File: config.mk
export PLATFORM = sky130hd
export DESIGN_NAME = addr_encoder8
export DESIGN_NICKNAME = d
export VERILOG_FILES = /design/src/rtl/addr_page_pkg.sv /design/src/rtl/rr_pick8.sv /design/src/rtl/addr_encoder8.sv
export SDC_FILE = /design/constraint.sdc
export NUM_CORES = 1
export LEC_CHECK = 0
export CAP_MARGIN = 20
export CORE_UTILIZATION = 57
export DETAILED_ROUTE_END_ITERATION = 10
export PLACE_DENSITY_LB_ADDON = 0.05
export SLEW_MARGIN = 20
export SYNTH_ARGS = -nofsm -noshare
export SYNTH_HDL_FRONTEND = slang
export SYNTH_SLANG_ARGS = --single-unit
export TNS_END_PERCENT = 50
File: constraint.sdc
create_clock -name CLK -period 7.3 [get_ports CLK]
set_clock_uncertainty 0.1 [all_clocks]
set_input_delay 1.46 -clock CLK [delete_from_list [all_inputs] [get_ports CLK]]
set_output_delay 1.46 -clock CLK [all_outputs]
set_load 0.005 [all_outputs]
File: src/rtl/addr_page_pkg.sv
// addr_page_pkg: shared constants and state type for the 0xF8-0xFF peripheral page
package addr_page_pkg;
  localparam logic [4:0] PAGE_BASE = 5'h1F;
  localparam int PAGE_IDX_W = 3;
  localparam int N_TGT = 8;
  localparam logic [7:0] IDLE_ADR_DEF = 8'h00;
  typedef enum logic {IDLE, BUSY} state_t;
endpackage

File: src/rtl/rr_pick8.sv
// rr_pick8: combinational round-robin pick, first set request after ptr (mod 8)
module rr_pick8
  import addr_page_pkg::*;
(
  input  logic [N_TGT-1:0]      req,
  input  logic [PAGE_IDX_W-1:0] ptr,
  output logic [PAGE_IDX_W-1:0] idx,
  output logic                  any
);
  always_comb begin
    idx = '0;
    any = |req;
    for (int k = N_TGT; k >= 1; k--)
      if (req[PAGE_IDX_W'(ptr + PAGE_IDX_W'(k))]) idx = ptr + PAGE_IDX_W'(k);
  end
endmodule

File: src/rtl/addr_encoder8.sv
// addr_encoder8: round-robin bus initiator for the 8-way page; ADR_TIMEOUT_EN adds a no-ACK abort timeout
module addr_encoder8
  import addr_page_pkg::*;
#(
  parameter logic [4:0] BASE = PAGE_BASE,
  parameter logic [7:0] IDLE_ADR = IDLE_ADR_DEF
`ifdef ADR_TIMEOUT_EN
  , parameter int TO_W = 8
`endif
) (
  input  logic             CLK,
  input  logic             RST_N,
  input  logic [N_TGT-1:0] REQ,
  input  logic             ACK,
  output logic [7:0]       A,
  output logic             VALID,
  output logic [N_TGT-1:0] GNT,
  output logic             ERR
);
  state_t state, state_n;
  logic [PAGE_IDX_W-1:0] ptr, w, pick, sel;
  logic any, abort, done, v_n;
  logic [7:0] a_n;
  logic [N_TGT-1:0] g_n;
  rr_pick8 u_pick (.req(REQ), .ptr(ptr), .idx(pick), .any(any));
`ifdef ADR_TIMEOUT_EN
  logic [TO_W-1:0] cnt;
  // abort on the edge that would bring the count to all ones
  assign abort = state == BUSY && !ACK && cnt == {{(TO_W-1){1'b1}}, 1'b0};
  always_ff @(posedge CLK)
    cnt <= (!RST_N || state != BUSY) ? '0 : cnt + 1'b1;
`else
  assign abort = 1'b0;
`endif
  assign done = state == BUSY && (ACK || abort);
  always_comb
    state_n = state == IDLE ? (any ? BUSY : IDLE) : (done ? IDLE : BUSY);
  always_comb begin
    sel = state == IDLE ? pick : w;
    v_n = state_n == BUSY;
    a_n = v_n ? {BASE, sel} : IDLE_ADR;
    g_n = v_n ? N_TGT'(1) << sel : '0;
  end
  always_ff @(posedge CLK) begin
    if (!RST_N) begin
      state <= IDLE;
      ptr   <= '1;
      w     <= '0;
      A     <= IDLE_ADR;
      VALID <= 1'b0;
      GNT   <= '0;
      ERR   <= 1'b0;
    end else begin
      state <= state_n;
      if (state == IDLE && any) w <= pick;
      if (done) ptr <= w;
      A     <= a_n;
      VALID <= v_n;
      GNT   <= g_n;
      ERR   <= abort;
    end
  end
endmodule

* After elaboration in Yosys (flattened, before gate mapping)
Cells that the tools add are included.
** Word-level totals
- Register bits after elaboration :: 23
- Bits of input ports :: 11
- Output and inout bits :: 18
- Word-level logic and storage cells :: 56
** Cells by class
- $add $sub $neg :: 7
- Magnitude comparators :: 8
- Shift operators :: 1
- Mux-type cells :: 29
- Bitwise gates (word level) :: 1
- Reduce and logical (&&, ||, !) cells :: 4
** Operators by type and width (count)
- less-than comparator 3 x 4 -> 1 bit (second input constant) :: 8
- two-way mux 3 bit :: 9
- binary-select mux 1 bit (select 3 bit) :: 8
- adder 3 bit (second input constant) :: 4
- two-way mux 1 bit :: 11
- two-way mux 8 bit :: 1
- OR reduction 8 bit :: 1
- left shift 1 x 3 -> 8 bit (first input constant) :: 1
- adder 3 x 2 -> 3 bit (second input constant) :: 2
- adder 3 x 1 -> 3 bit (second input constant) :: 1
- logical AND 1 bit :: 2
- AND reduction 2 bit :: 1
- NOT 1 bit :: 1

* Logic depth before layout (Yosys ltp)
Gate-level depths: netlist of the first run.
- Word-level depth :: 12
- Depth in mapped cells :: 12
- Mapped depth without buffers :: 9

* Hierarchy
From an unflattened synthesis of the first run, not the netlist that was laid out.
** Unflattened totals
- Cells, all modules :: 172
- Area, all modules :: 1520.2 µm²
** By module, submodules not included
- rr_pick8 :: instances 1, cells an instance 99, area each 820.8 µm², seq. area each 0.0 µm²
- addr_encoder8 :: instances 1, cells an instance 73, area each 699.4 µm², seq. area each 360.3 µm²

* Worst setup path before layout of the first run
No wires, ideal clock.
- Path type :: input-to-reg
- From :: in REQ[7]
- To :: reg GNT[1]
- Library setup time :: 73 ps
- Arrival :: 3146 ps
- Data required time :: 7127 ps
- Path slack :: 3981 ps
- Stages on the path :: 7
- Buffers on the path :: 0
- Path through :: mux4_2 > and2_1 > a32o_2 > a221oi_2 > o2111ai_2 > and2_4 > nor3_2
** On the way
- Cells in the longest elaborated chain, start to end :: 12
- Elaborated cells between the ends (all ways) :: 30
- Those cells by class :: shift: 1; mux: 27; reduce/logical: 2
** RTL lines
- start: declaration :: RTL line addr_encoder8.sv:13 : input logic [N_TGT-1:0] REQ,
- binary-select mux 1 bit (select 3 bit) :: RTL line rr_pick8.sv:14 : if (req[PAGE_IDX_W'(ptr + PAGE_IDX_W'(k))]) idx = ptr + PAGE_IDX_W'(k);
- two-way mux 1 bit (not written as such) :: RTL line rr_pick8.sv:14
- two-way mux 3 bit (8 in series) :: RTL line rr_pick8.sv:14
- two-way mux 3 bit :: RTL line addr_encoder8.sv:39 : sel = state == IDLE ? pick : w;
- left shift 1 x 3 -> 8 bit :: RTL line addr_encoder8.sv:42 : g_n = v_n ? N_TGT'(1) << sel : '0;
- end signal: assignment :: RTL line addr_encoder8.sv:59 : GNT <= g_n;
- end: declaration :: RTL line addr_encoder8.sv:17 : output logic [N_TGT-1:0] GNT,
Parallel ways exist; a longest one is shown, timed or not. The select of a mux whose other input is x is not followed.
A chain may end at the register's enable or synchronous reset.

* Worst setup path in the final report of the first run
- From :: reg ptr[0]
- To :: reg GNT[4]
** On the way
- Cells in the longest elaborated chain, start to end :: 12
- Elaborated cells between the ends (all ways) :: 33
- Those cells by class :: add/sub: 7; shift: 1; mux: 25
** RTL lines
- start: declaration :: RTL line addr_encoder8.sv:21 : logic [PAGE_IDX_W-1:0] ptr, w, pick, sel;
- start signal: assignment :: RTL line addr_encoder8.sv:56 : if (done) ptr <= w;
- adder 3 bit or binary-select mux 1 bit (select 3 bit) (tied branches) :: RTL line rr_pick8.sv:14
- binary-select mux 1 bit (select 3 bit) or two-way mux 1 bit (tied branches) :: RTL line rr_pick8.sv:14
- two-way mux 1 bit (not written as such) or two-way mux 3 bit (tied branches) :: RTL line rr_pick8.sv:14
- two-way mux 3 bit (6 in series) :: RTL line rr_pick8.sv:14
- two-way mux 3 bit * :: RTL line rr_pick8.sv:14
- two-way mux 3 bit * :: RTL line addr_encoder8.sv:39
- left shift 1 x 3 -> 8 bit * :: RTL line addr_encoder8.sv:42
Every way passes the cells marked *; elsewhere a longest branch is shown, timed or not. The select of a mux whose other input is x is not followed.

==> flow_metrics.tcl, run 1 <==
set metrics [dict create \
    status "completed" \
    n_antenna_cell 0 \
    cts_buffers 3 \
    drt_iter0_markers 34 \
    synth-edff-count 0 \
    portBuffers 27 \
    grt_first_pass_wirelength_um 5270 \
    clkSlewWorstSetupHoldPaths_ps 90 \
    slowest_stage "dfxtp_1" \
    worst_pin_slew_ps 799 \
    fin_crit_ps 3790 \
    syn_avg_cell_area_um2 9.98 \
    fin_ws_ps 3510 \
    drive_gt1_share_pct 22.5 \
    yosys.area.top_type_share_pct 22.6 \
    fin_tns_setup_ps 0 \
    ys_async_sr_fraction_pct 0 \
    power_mw 0.349 \
    synth_seq_cells 18 \
    grt_pass1_vias 1133 \
    initial_core_util_pct 62.2 \
    finalWirelength_um 3340 \
    syn_inst 160 \
    reg2reg_slack_ps 3510 \
    syn-cell-area_um2 1600 \
    hold_path_class "reg -> reg" \
    hold_end "w[1]$_SDFFE_PN0P_" \
    route.detailed.drc 0 \
    endpoint_kind "register" \
    setup.worst_path.class "reg -> reg" \
    dp_hpwl_um 2650 \
    yosysMostFrequentCell "dfxtp_1" \
    std_cell_rows 18 \
    min_path_cells 2 \
    gp_congestion 0.874 \
    grt_remaining_overflow 0 \
    reg2reg_from "ptr[0]$_SDFFE_PN1P_" \
    critical_path.max_stage_delay_ps 850 \
    ys_dominant_reg_cell "dfxtp_1" \
    synth_top_area_cell "dfxtp_1" \
    ys_top_cells_by_area "dfxtp_1 23%, mux4_2 13%, nor3_2 5.0%, mux4_1 3.3%, nand2_1 3.3%" \
    worstReg2RegEnd "GNT[4]$_SDFF_PN0_" \
    post_drt_wl_per_cell_um 16.1 \
    insertion_delay_ps 290 \
    fp.dieW_um 54.9 \
    nets 193 \
    hold_viol_final 0 \
    r2r_cells 9 \
    ys_top_cells_by_count "18 x dfxtp_1, 14 x nand2_1, 9 x mux4_2" \
    worstPathBufferInverterCount 1 \
    critical_path.max_fanout 18 \
    vias 1301 \
    max_slew_margin_pct 46.6 \
    fp.dieH_um 54.9 \
    clock.fmax_mhz 264 \
    ctsLongestPathBuffers 2 \
    synth_fp_nets 173 \
    crit_required_ps 7420 \
    critPathTopFamily "multiplexers" \
    fin_crit_sh_pct 52.0 \
    post-cts-setup-buffers 0 \
    powerDensity_nw_per_um2 190 \
    cp_cell_sequence "inv_1 > ha_1 > mux2_2 > mux4_2 > nor4b_1 > a2111o_1 > nand2_2 > and2_4 > nor3_2" \
    leakagePower_nw 0.693 \
    grt.total_usage_pct 24.6 \
    first_pass_iters 4 \
    viasPerCell 6.25 \
    synth-seq-area-share_pct 22.6 \
    fp.coreArea_um2 2570 \
    holdWs_ps 394 \
    startpoint_type "register" \
    ys.warnings.count 0 \
    dieArea_um2 3020 \
    io_pins 29 \
    peakVddDrop_mv 0.202 \
    rsz0062_at_grt "no" \
    antenna_found_initial 0 \
    setup_viol 0 \
    area_delta_synth_final_pct 14.9 \
    ant_nets 0 \
    htree_levels 1 \
    place_ws_ps 3260 \
    cap_viol_max_count 0 \
    cts.repair.resized 0 \
    cts_tree "yes" \
    cts_sinks 18 \
    yosysUniqueCellTypes 58 \
    arrival_ps 3910 \
    grt_max_degree 20 \
    ctsRootBufferMaster "clkbuf_4" \
    holdBufCountCts 0 \
    drv_slew 0 \
    holdCritStartpoint "w[1]$_SDFFE_PN0P_" \
]
## sequential cells by signal, indices dropped and copies added, names as in the netlist
| signal | flops |
|---|---|
| w | 3 |
| GNT | 8 |
| A | 4 |
| ptr | 3 |
## cell families (layout without fill, tap and decap cells)
kind of cell               after synthesis  in the layout  share of synthesized area, %
buffers and inverters                   20             38                          7.68
and+or+nand+nor                         61             61                          23.0
adders and majority gates                2              2                          1.57
AOI/OAI and AO/OA                       32             32                          18.1
xor gates and xnor gates                 3              3                          1.65
muxes                                   23             23                          25.2
DFF                                     18             18                          22.6
other                                    1              1                         0.235
## worst reg2reg max path, cell delays in order, from the launching register on
cell      delay [ps]
dfxtp_1          850
inv_1            250
ha_1             600
mux2_2           420
mux4_2           550
nor4b_1          350
a2111o_1         190
nand2_2           70
and2_4           160
nor3_2           170
## where the power goes
group / switching [mW] / internal [mW]
logic: 0.0898 / 0.0893
clock network: 0.0280 / 0.0192
registers: 0.0134 / 0.109
## cells in the final DEF, fill, tap and decap left out, drive strengths merged, types with 2 or more instances in the layout
cell and n:
a221oi 5, a21boi 2, a22oi 3, mux4 11, dfxtp 18, nand3 7
nor4 2, a21oi 2, mux2 8, and2 3, o21ai 8, xor2 2
inv 8, mux2i 4, nor2 8, nand2 16, clkbuf 3, nand2b 2
nor2b 5, ha 2, clkdlybuf4s50 27, nor3 11
## worst max path at each step
stage | start | to | slack, ps | cells past startpoint
6_report | ptr[0]$_SDFFE_PN1P_ | GNT[4]$_SDFF_PN0_ | 3510 | 9
2_1_floorplan | REQ[7] | GNT[1]$_SDFF_PP0_ | 3980 | 7
4_1_cts | ptr[0]$_SDFFE_PN1P_ | GNT[4]$_SDFF_PN0_ | 3510 | 9
3_3_place_gp | REQ[3] | GNT[2]$_SDFF_PP0_ | 3290 | 8
5_1_grt | ptr[0]$_SDFFE_PN1P_ | GNT[0]$_SDFF_PP0_ | 3310 | 9
3_5_place_dp | REQ[3] | GNT[4]$_SDFF_PN0_ | 3260 | 8
## cell type report
type | count | area (µm²)
Sequential cell | 18 | 360
Clock buffer | 3 | 22.5
Inverter | 8 | 30.0
Timing Repair Buffer | 27 | 270
Tap cell | 30 | 37.5
Multi-Input combinational cell | 122 | 1110
Fill cell | 183 | 733
## per-stage QoR
step,instances,util (%),cell area (µm²)
finish,208,71.4,1830
global route,208,71.4,1830
CTS,208,71.4,1830
detailed placement,205,70.6,1810
global placement,205,70.6,1810
floorplan,160,-,1600
## routing by layer
metal  part of all wire [%]  up-vias  global-route usage (%)
li1                       -      638                       -
met1                     48      623                    35.0
met2                     47       38                    38.8
met3                    4.3        2                    5.19
met4                   0.45        0                    4.58
met5                      0        -                       0
No activity file was read; power rests on OpenSTA's default activity.
==> run 2: changes to the inputs <==
- CORE_UTILIZATION: 57 -> 47
- clock period: 7.3 -> 3.1 ns (I/O delays scaled with it)
==> run 2 against run 1 <==
Against the previous run:
- flip-flop and latch count unchanged
- clock-buffer cell count increased by 1
- sequential share of layout area decreased by 1.6 points
- critical path type is now in -> reg
- largest power group unchanged
==> flow_metrics.tcl, run 2 (synthesis gave the netlist of run 1 again) <==
set metrics [dict create \
    cts_tree "yes" \
    n_antenna_cell 0 \
    reg2reg_slack_ps 240 \
    hold_path_class "reg -> reg" \
    initial_core_util_pct 51.0 \
    fin_tns_setup_ps 0 \
    post-cts-setup-buffers 0 \
    slowest_stage "mux4_2" \
    vias 1401 \
    powerDensity_nw_per_um2 454 \
    place_area_um2 1960 \
    fp.coreArea_um2 3130 \
    r2r_cells 9 \
    grt_first_pass_wirelength_um 6460 \
    holdCritStartpoint "w[1]$_SDFFE_PN0P_" \
    drt_iter0_markers 49 \
    critical_path.max_stage_delay_ps 580 \
    gp_congestion 0.927 \
    dieArea_um2 3630 \
    min_path_cells 2 \
    cp_cell_sequence "clkdlybuf4s50_1 > mux4_2 > mux2i_1 > inv_1 > a311o_1 > o2111ai_2 > nand2_2 > nor3_2" \
    max_slew_margin_pct 53.8 \
    top_register "GNT" \
    endpoint_kind "register" \
    startpoint_type "primary input" \
    holdWs_ps 387 \
    final_area_um2 2000 \
    fin_crit_sh_pct 94.1 \
    nets 210 \
    fin_crit_ps 2920 \
    clock.fmax_mhz 343 \
    place_ws_ps -92.2 \
    arrival_ps 3050 \
    critical_path.max_fanout 7 \
    drive_gt1_share_pct 30.1 \
    grt_pass1_vias 1408 \
    cts_sinks 18 \
    reg2reg_from "ptr[0]$_SDFFE_PN1P_" \
    setup.worst_path.class "in -> reg" \
    insertion_delay_ps 300 \
    cts.repair.resized 0 \
    cts_buffers 3 \
    ctsRootBufferMaster "clkbuf_4" \
    fp.dieH_um 60.3 \
    route.detailed.drc 0 \
    cap_viol_max_count 0 \
    viasPerCell 5.84 \
    dp_hpwl_um 2970 \
    rsz0062_at_grt "no" \
    hold_end "w[1]$_SDFFE_PN0P_" \
    hold_viol_final 0 \
    std_cell_rows 20 \
    setup_viol 0 \
    final_cells 240 \
    first_pass_iters 4 \
    final_cell_mix "27 x clkdlybuf4s50_1, 18 x dfxtp_1, 17 x buf_4, 14 x nand2_1, 9 x mux4_2" \
    biggestRegsByFlops "GNT x8, A x4" \
    grt_remaining_overflow 0 \
    grt_max_degree 20 \
    final_common_cell "clkdlybuf4s50_1" \
    grt.total_usage_pct 23.8 \
    post_drt_wl_per_cell_um 15.3 \
    area_delta_synth_final_pct 25.0 \
    dp_cells 236 \
    worst_pin_slew_ps 692 \
    largest_register_ffs 8 \
    worstReg2RegEnd "GNT[4]$_SDFF_PN0_" \
    io_pins 29 \
    fin_ws_ps 183 \
    portBuffers 27 \
    ant_nets 0 \
    leakagePower_nw 0.779 \
    ctsLongestPathBuffers 2 \
    crit_required_ps 3230 \
    fp.dieW_um 60.3 \
    clkSlewWorstSetupHoldPaths_ps 100 \
    status "completed" \
    antenna_found_initial 0 \
    peakVddDrop_mv 0.313 \
    htree_levels 1 \
    holdBufCountCts 0 \
    finalWirelength_um 3670 \
    drv_slew 0 \
]
[run 2: cell type report]
| class | count | area [µm²] |
|---|---|---|
| clock buffers | 4 | 36.3 |
| fillers | 269 | 1130 |
| inverters | 8 | 30.0 |
| multi-input cells | 122 | 1120 |
| flip-flops and latches | 18 | 360 |
| well taps | 44 | 55.1 |
| repair buffers | 44 | 398 |
[run 2: worst max-delay path: cells and delay by family]
family / cells / cell delay (ps)
AO/OA/AOI/OAI: 2 / 610
buffers and inverters: 2 / 600
multiplexers: 2 / 860
AND/OR/NAND/NOR: 2 / 360
[run 2: report_power, final]
part	switching (mW)	internal (mW)	total, mW
clock	0.0730	0.0717	0.145
combinational	0.236	0.247	0.483
sequential	0.0207	0.258	0.278
[run 2: how the worst max path moves through the flow]
stage	start	endpoint	slack, ps	cells past startpoint
after floorplan	ptr[1]$_SDFFE_PN1P_	GNT[2]$_SDFF_PP0_	80	11
after global placement	REQ[7]	GNT[5]$_SDFF_PN0_	-70	8
after detailed placement	REQ[7]	GNT[4]$_SDFF_PN0_	-90	8
after CTS	ptr[0]$_SDFFE_PN1P_	GNT[4]$_SDFF_PN0_	140	9
after global routing	ptr[0]$_SDFFE_PN1P_	GNT[0]$_SDFF_PP0_	30	9
final	REQ[5]	GNT[7]$_SDFF_PN0_	180	8
[run 2: metal layers]
metal,wire [µm],global-route usage (%)
met1,1740,33.5
met2,1750,37.8
met3,147,4.55
met4,23,4.65
met5,0,0
[run 2: metrics by stage]
step / total power [mW] / util [%]
2_1_floorplan: 0.609 / -
3_3_place_gp: 0.752 / 62.6
3_5_place_dp: 0.764 / 62.6
4_1_cts: 0.906 / 63.7
5_1_grt: 0.961 / 63.8
6_report: 0.906 / 63.8
==> run 3: changes to the inputs <==
- CORE_MARGIN: not set -> 1
- RECOVER_POWER: not set -> 50
==> run 3 against run 2 <==
Against the previous run:
- clock-buffer cell count unchanged
- non-clock buffer count unchanged
- critical path type unchanged
- register-to-register slack about the same
- clock power hardly changed
- first-iteration DRC count is 8.2% lower
- sequential share of layout area unchanged
- core utilization stayed put
- cell area stayed put
- critical path depth unchanged
==> flow_metrics.tcl, run 3 (synthesis gave the netlist of run 1 again) <==
set metrics [dict create \
    fin_crit_sh_pct 94.2 \
    n_antenna_cell 0 \
    multi_input_area_um2 1120 \
    finalWirelength_um 3670 \
    p_int_mw 0.570 \
    viasPerCell 5.85 \
    worstReg2RegEnd "GNT[4]$_SDFF_PN0_" \
    dp_cells 236 \
    place_ws_ps -92.2 \
    dieArea_um2 3630 \
    insertion_delay_ps 300 \
    r2r_cells 9 \
    cts.repair.resized 0 \
    setup.worst_path.class "in -> reg" \
    fp.dieW_um 60.3 \
    p_sw_mw 0.329 \
    route.detailed.drc 0 \
    worst_pin_slew_ps 681 \
    p_comb_share_pct 53.0 \
    regArea_um2 360 \
    gp_congestion 0.927 \
    status "completed" \
    rsz0062_at_grt "no" \
    hold_end "w[1]$_SDFFE_PN0P_" \
    drive_gt1_share_pct 30.1 \
    grt_max_degree 20 \
    dp_hpwl_um 2970 \
    top_register "GNT" \
    arrival_ps 3050 \
    final_cells 240 \
    final_cell_mix "18 x dfxtp_1, 17 x buf_4, 14 x nand2_1, 14 x clkdlybuf4s50_1, 13 x dlygate4sd3_1" \
    std_cell_rows 20 \
    clkPwrFrac_pct 16.1 \
    ant_nets 0 \
    biggestRegsByFlops "GNT x8, A x4" \
    hold_viol_final 0 \
    met3WireLength_um 147 \
    reg2reg_from "ptr[0]$_SDFFE_PN1P_" \
    max_slew_margin_pct 54.5 \
    holdWs_ps 389 \
    switching_share_pct 36.6 \
    clkSlewWorstSetupHoldPaths_ps 100 \
    powerDensity_nw_per_um2 450 \
    drt_iter0_markers 45 \
    startpoint_type "primary input" \
    post_drt_wl_per_cell_um 15.3 \
    ctsLongestPathBuffers 2 \
    crit_required_ps 3230 \
    cts_buffers 3 \
    num-fill-cells 269 \
    fin_crit_ps 2920 \
    ctsRootBufferMaster "clkbuf_4" \
    power_frac_seq_pct 30.9 \
    clock.fmax_mhz 343 \
    io_pins 29 \
    grt.total_usage_pct 23.8 \
    nets 210 \
    fp.dieH_um 60.3 \
    postLayoutCoreUtil_pct 63.8 \
    antenna_found_initial 0 \
    leakagePower_nw 0.816 \
    final_common_cell "dfxtp_1" \
    largest_register_ffs 8 \
    post-cts-setup-buffers 0 \
    htree_levels 1 \
    grt_pass1_vias 1408 \
    portBuffers 27 \
    drv_slew 0 \
    holdBufCountCts 0 \
    area_delta_synth_final_pct 25.0 \
    reg2reg_slack_ps 240 \
    fp.coreArea_um2 3130 \
    initial_core_util_pct 51.0 \
    grt_remaining_overflow 0 \
    holdCritStartpoint "w[1]$_SDFFE_PN0P_" \
    vias 1404 \
    met2_length_um 1750 \
    peakVddDrop_mv 0.313 \
    met1Wirelength_um 1750 \
    hold_path_class "reg -> reg" \
    min_path_cells 2 \
    setup_viol 0 \
    critical_path.max_fanout 7 \
    first_pass_iters 4 \
    cts_sinks 18 \
    fin_ws_ps 180 \
    grt_first_pass_wirelength_um 6460 \
    power_mw 0.899 \
    cap_viol_max_count 0 \
    highest_layer "met4" \
    cts_tree "yes" \
    endpoint_kind "register" \
]
==> run 3: cell types whose count changed in the layout (fill, tap and decap cells not counted), sizes merged <==
| cell | delta |
|---|---|
| clkdlybuf4s50 | -13 |
| dlygate4sd3 | +13 |
==> run 3: per-stage QoR <==
stage / setup TNS (ps) / cell area (µm²)
floorplan: 0 / 1600
global placement: -253 / 1960
detailed placement: -635 / 1960
CTS: 0 / 1990
global route: 0 / 2000
finish: 0 / 2000
==> run 3: critical path: stages <==
cell             delay, ps
clkdlybuf4s50_1        510
mux4_2                 580
mux2i_1                280
inv_1                   90
a311o_1                390
o2111ai_2              220
nand2_2                160
nor3_2                 210
==> run 3: layout make-up <==
type	count	share of cell area [%]
Clock buffer	4	1.82
Timing Repair Buffer	44	19.9
Tap cell	44	2.76
Multi-Input combinational cell	122	55.9
Inverter	8	1.50
Sequential cell	18	18.1
==> run 3: power groups by stage <==
stage / combinational (mW) / sequential (mW) / clock [mW]
finish: 0.476 / 0.278 / 0.145
global route: 0.519 / 0.282 / 0.153
CTS: 0.481 / 0.279 / 0.147
detailed placement: 0.480 / 0.284 / 0
global placement: 0.470 / 0.282 / 0
floorplan: 0.329 / 0.279 / 0
==> run 3: per-layer routing <==
metal	up-vias	GRT usage, %
li1	677	-
met4	0	4.65
met3	4	4.55
met5	-	0
met2	42	37.8
met1	681	33.5
==> run 3: worst max-delay path by stage <==
stage	slack [ps]	to	from
floorplan	80	GNT[2]$_SDFF_PP0_	ptr[1]$_SDFFE_PN1P_
global placement	-70	GNT[5]$_SDFF_PN0_	REQ[7]
detailed placement	-90	GNT[4]$_SDFF_PN0_	REQ[7]
CTS	140	GNT[4]$_SDFF_PN0_	ptr[0]$_SDFFE_PN1P_
global route	30	GNT[0]$_SDFF_PP0_	ptr[0]$_SDFFE_PN1P_
finish	180	GNT[7]$_SDFF_PN0_	REQ[5]
==> RTL edit: new RTL, config.mk and constraints of run 3 <==
`PAGE_IDX_W`: 3 -> 2.
--- a/src/rtl/addr_page_pkg.sv
+++ b/src/rtl/addr_page_pkg.sv
@@ -1,7 +1,7 @@
 // addr_page_pkg: shared constants and state type for the 0xF8-0xFF peripheral page
 package addr_page_pkg;
   localparam logic [4:0] PAGE_BASE = 5'h1F;
-  localparam int PAGE_IDX_W = 3;
+  localparam int PAGE_IDX_W = 2;
   localparam int N_TGT = 8;
   localparam logic [7:0] IDLE_ADR_DEF = 8'h00;
   typedef enum logic {IDLE, BUSY} state_t;
Behaviour: not the same (Yosys sat finds a counterexample within 4 cycles, from zero or initial values and one cycle with RST_N low).
==> RTL edit against run 3 <==
Design area fell by 59%. Sequential power fell by 42%. Total power fell by 62%. Worst setup slack improved by 700 ps. Wire length fell by 68%. Sequential cell count fell by 7. Count of clock-buffer cells in the layout did not move. Area after synthesis fell by 60%. Register-to-register slack improved by 1300 ps. Hold slack improved by 17 ps.
==> RTL edit: results (changes against run 3) <==
Status: complete, no violations
Largest stage delay, worst path: 640 ps (+60 ps)
Top cells by area, synth: dfxtp_1 35%, buf_4 13%, nor2b_1 4.9%
WP data arrival: 1500 ps (-1550 ps)
R2r startpoint: A[5]$_SDFF_PN0_
Total GRT Usage: 19.47% (-4.3 points)
Largest registers: GNT x4, A x3
Unique cell type count in the Yosys netlist: 28 (-52%)
Dpl hpwl: 973.7 um (-67%)
First-pass GRT wire length: 1987 um (-69%)
Vias in the first global route: 477 (-66%)
Initial drt markers: 12 (-73%)
Critical path fanouts, max: 17 (+10)
Nets: 103 (-51%)
Share of layout cells above drive strength 1: 8.791% (-21 points)
DP Worst Slack: 842.7 ps (+934.9 ps)
Port Buffers: 22 (-19%)
Fill cells: 105 (-61%)
Worst vdd ir: 0.0002713 V (-13%)
Synth top area share: 34.71% (+12 points)
Clock Latency Late Sink: 270 ps (-30 ps)
Hold Startpoint: ptr[0]$_SDFFE_PN1P_
Pin count of the biggest net entering global routing: 18 (-10%)
Commonest cells post-synth: 11 x buf_4, 11 x dfxtp_1
Average wire per standard cell: 11.25 um (-26%)
Routability cong.: 0.7771 (-16%)
Crit start category: flop
Clk slew on worst S/H paths: 70 ps (-30 ps)
[RTL edit: cell types whose count changed after synthesis, sizes merged, moves of 4 or more]
| cell | change |
|---|---|
| a221oi | -4 |
| dfxtp | -7 |
| mux2 | -8 |
| mux4 | -11 |
| nand2 | -11 |
| nand3 | -4 |
| nor2 | -6 |
| nor3 | -11 |
| o21ai | -5 |
[RTL edit: final cells by class]
type	instances	area (um2)	share of cell area, %
sequential	11	220.2	27.12
inverter	5	18.77	2.311
multi-input combinational	49	309.0	38.06
clock buffer	4	26.28	3.236
timing repair buffer	22	220.2	27.12
tap	14	17.52	2.157
[RTL edit: through the flow]
| stage | cell area [um2] | cells |
|---|---|---|
| 6_report | 812.0 | 105 |
| 5_1_grt | 812.0 | 105 |
| 4_1_cts | 818.3 | 105 |
| 3_5_place_dp | 792.0 | 101 |
| 3_3_place_gp | 792.0 | 101 |
| 2_1_floorplan | 653.1 | 78 |
[RTL edit: worst register-to-register path, stage by stage (launching register included)]
cell and delay (ps):
dfxtp_1 640, inv_1 120, a31oi_1 140, a21boi_2 240
and3b_1 200
[RTL edit: path summary, 6_finish.rpt]
kind	to	slack, ps	depth (start not counted)
worst min-delay path	ptr[0]$_SDFFE_PN1P_	410	2
worst min register to register	ptr[0]$_SDFFE_PN1P_	410	2
worst max register to register	GNT[0]$_SDFF_PP0_	1570	4
worst max-delay path	VALID	880	1
[RTL edit: routing by layer]
layer  routed length, um  global-route usage [%]  share of wire (%)
met4                  19                   10.34                1.6
met2                 589                   32.50                 50
met3                  48                   3.468                4.1
met1                 524                   23.32                 44
met5                   0                       0                  0
[RTL edit: logic make-up (layout without fill, tap and decap cells)]
kind of cell           count (synthesis)  count (layout)  synth area share (%)
AOI/OAI and AO/OA                     19              19                 21.89
buffers and inverters                 18              31                 18.54
DFF                                   11              11                 34.71
muxes                                  1               1                 1.578
other                                  1               6                0.5911
and+or+nand+nor                       23              23                 22.68
[RTL edit: power by group]
group	switching, mW	internal (mW)
Combinational	0.0343	0.0490
Sequential	0.00910	0.153
Clock	0.0473	0.0498
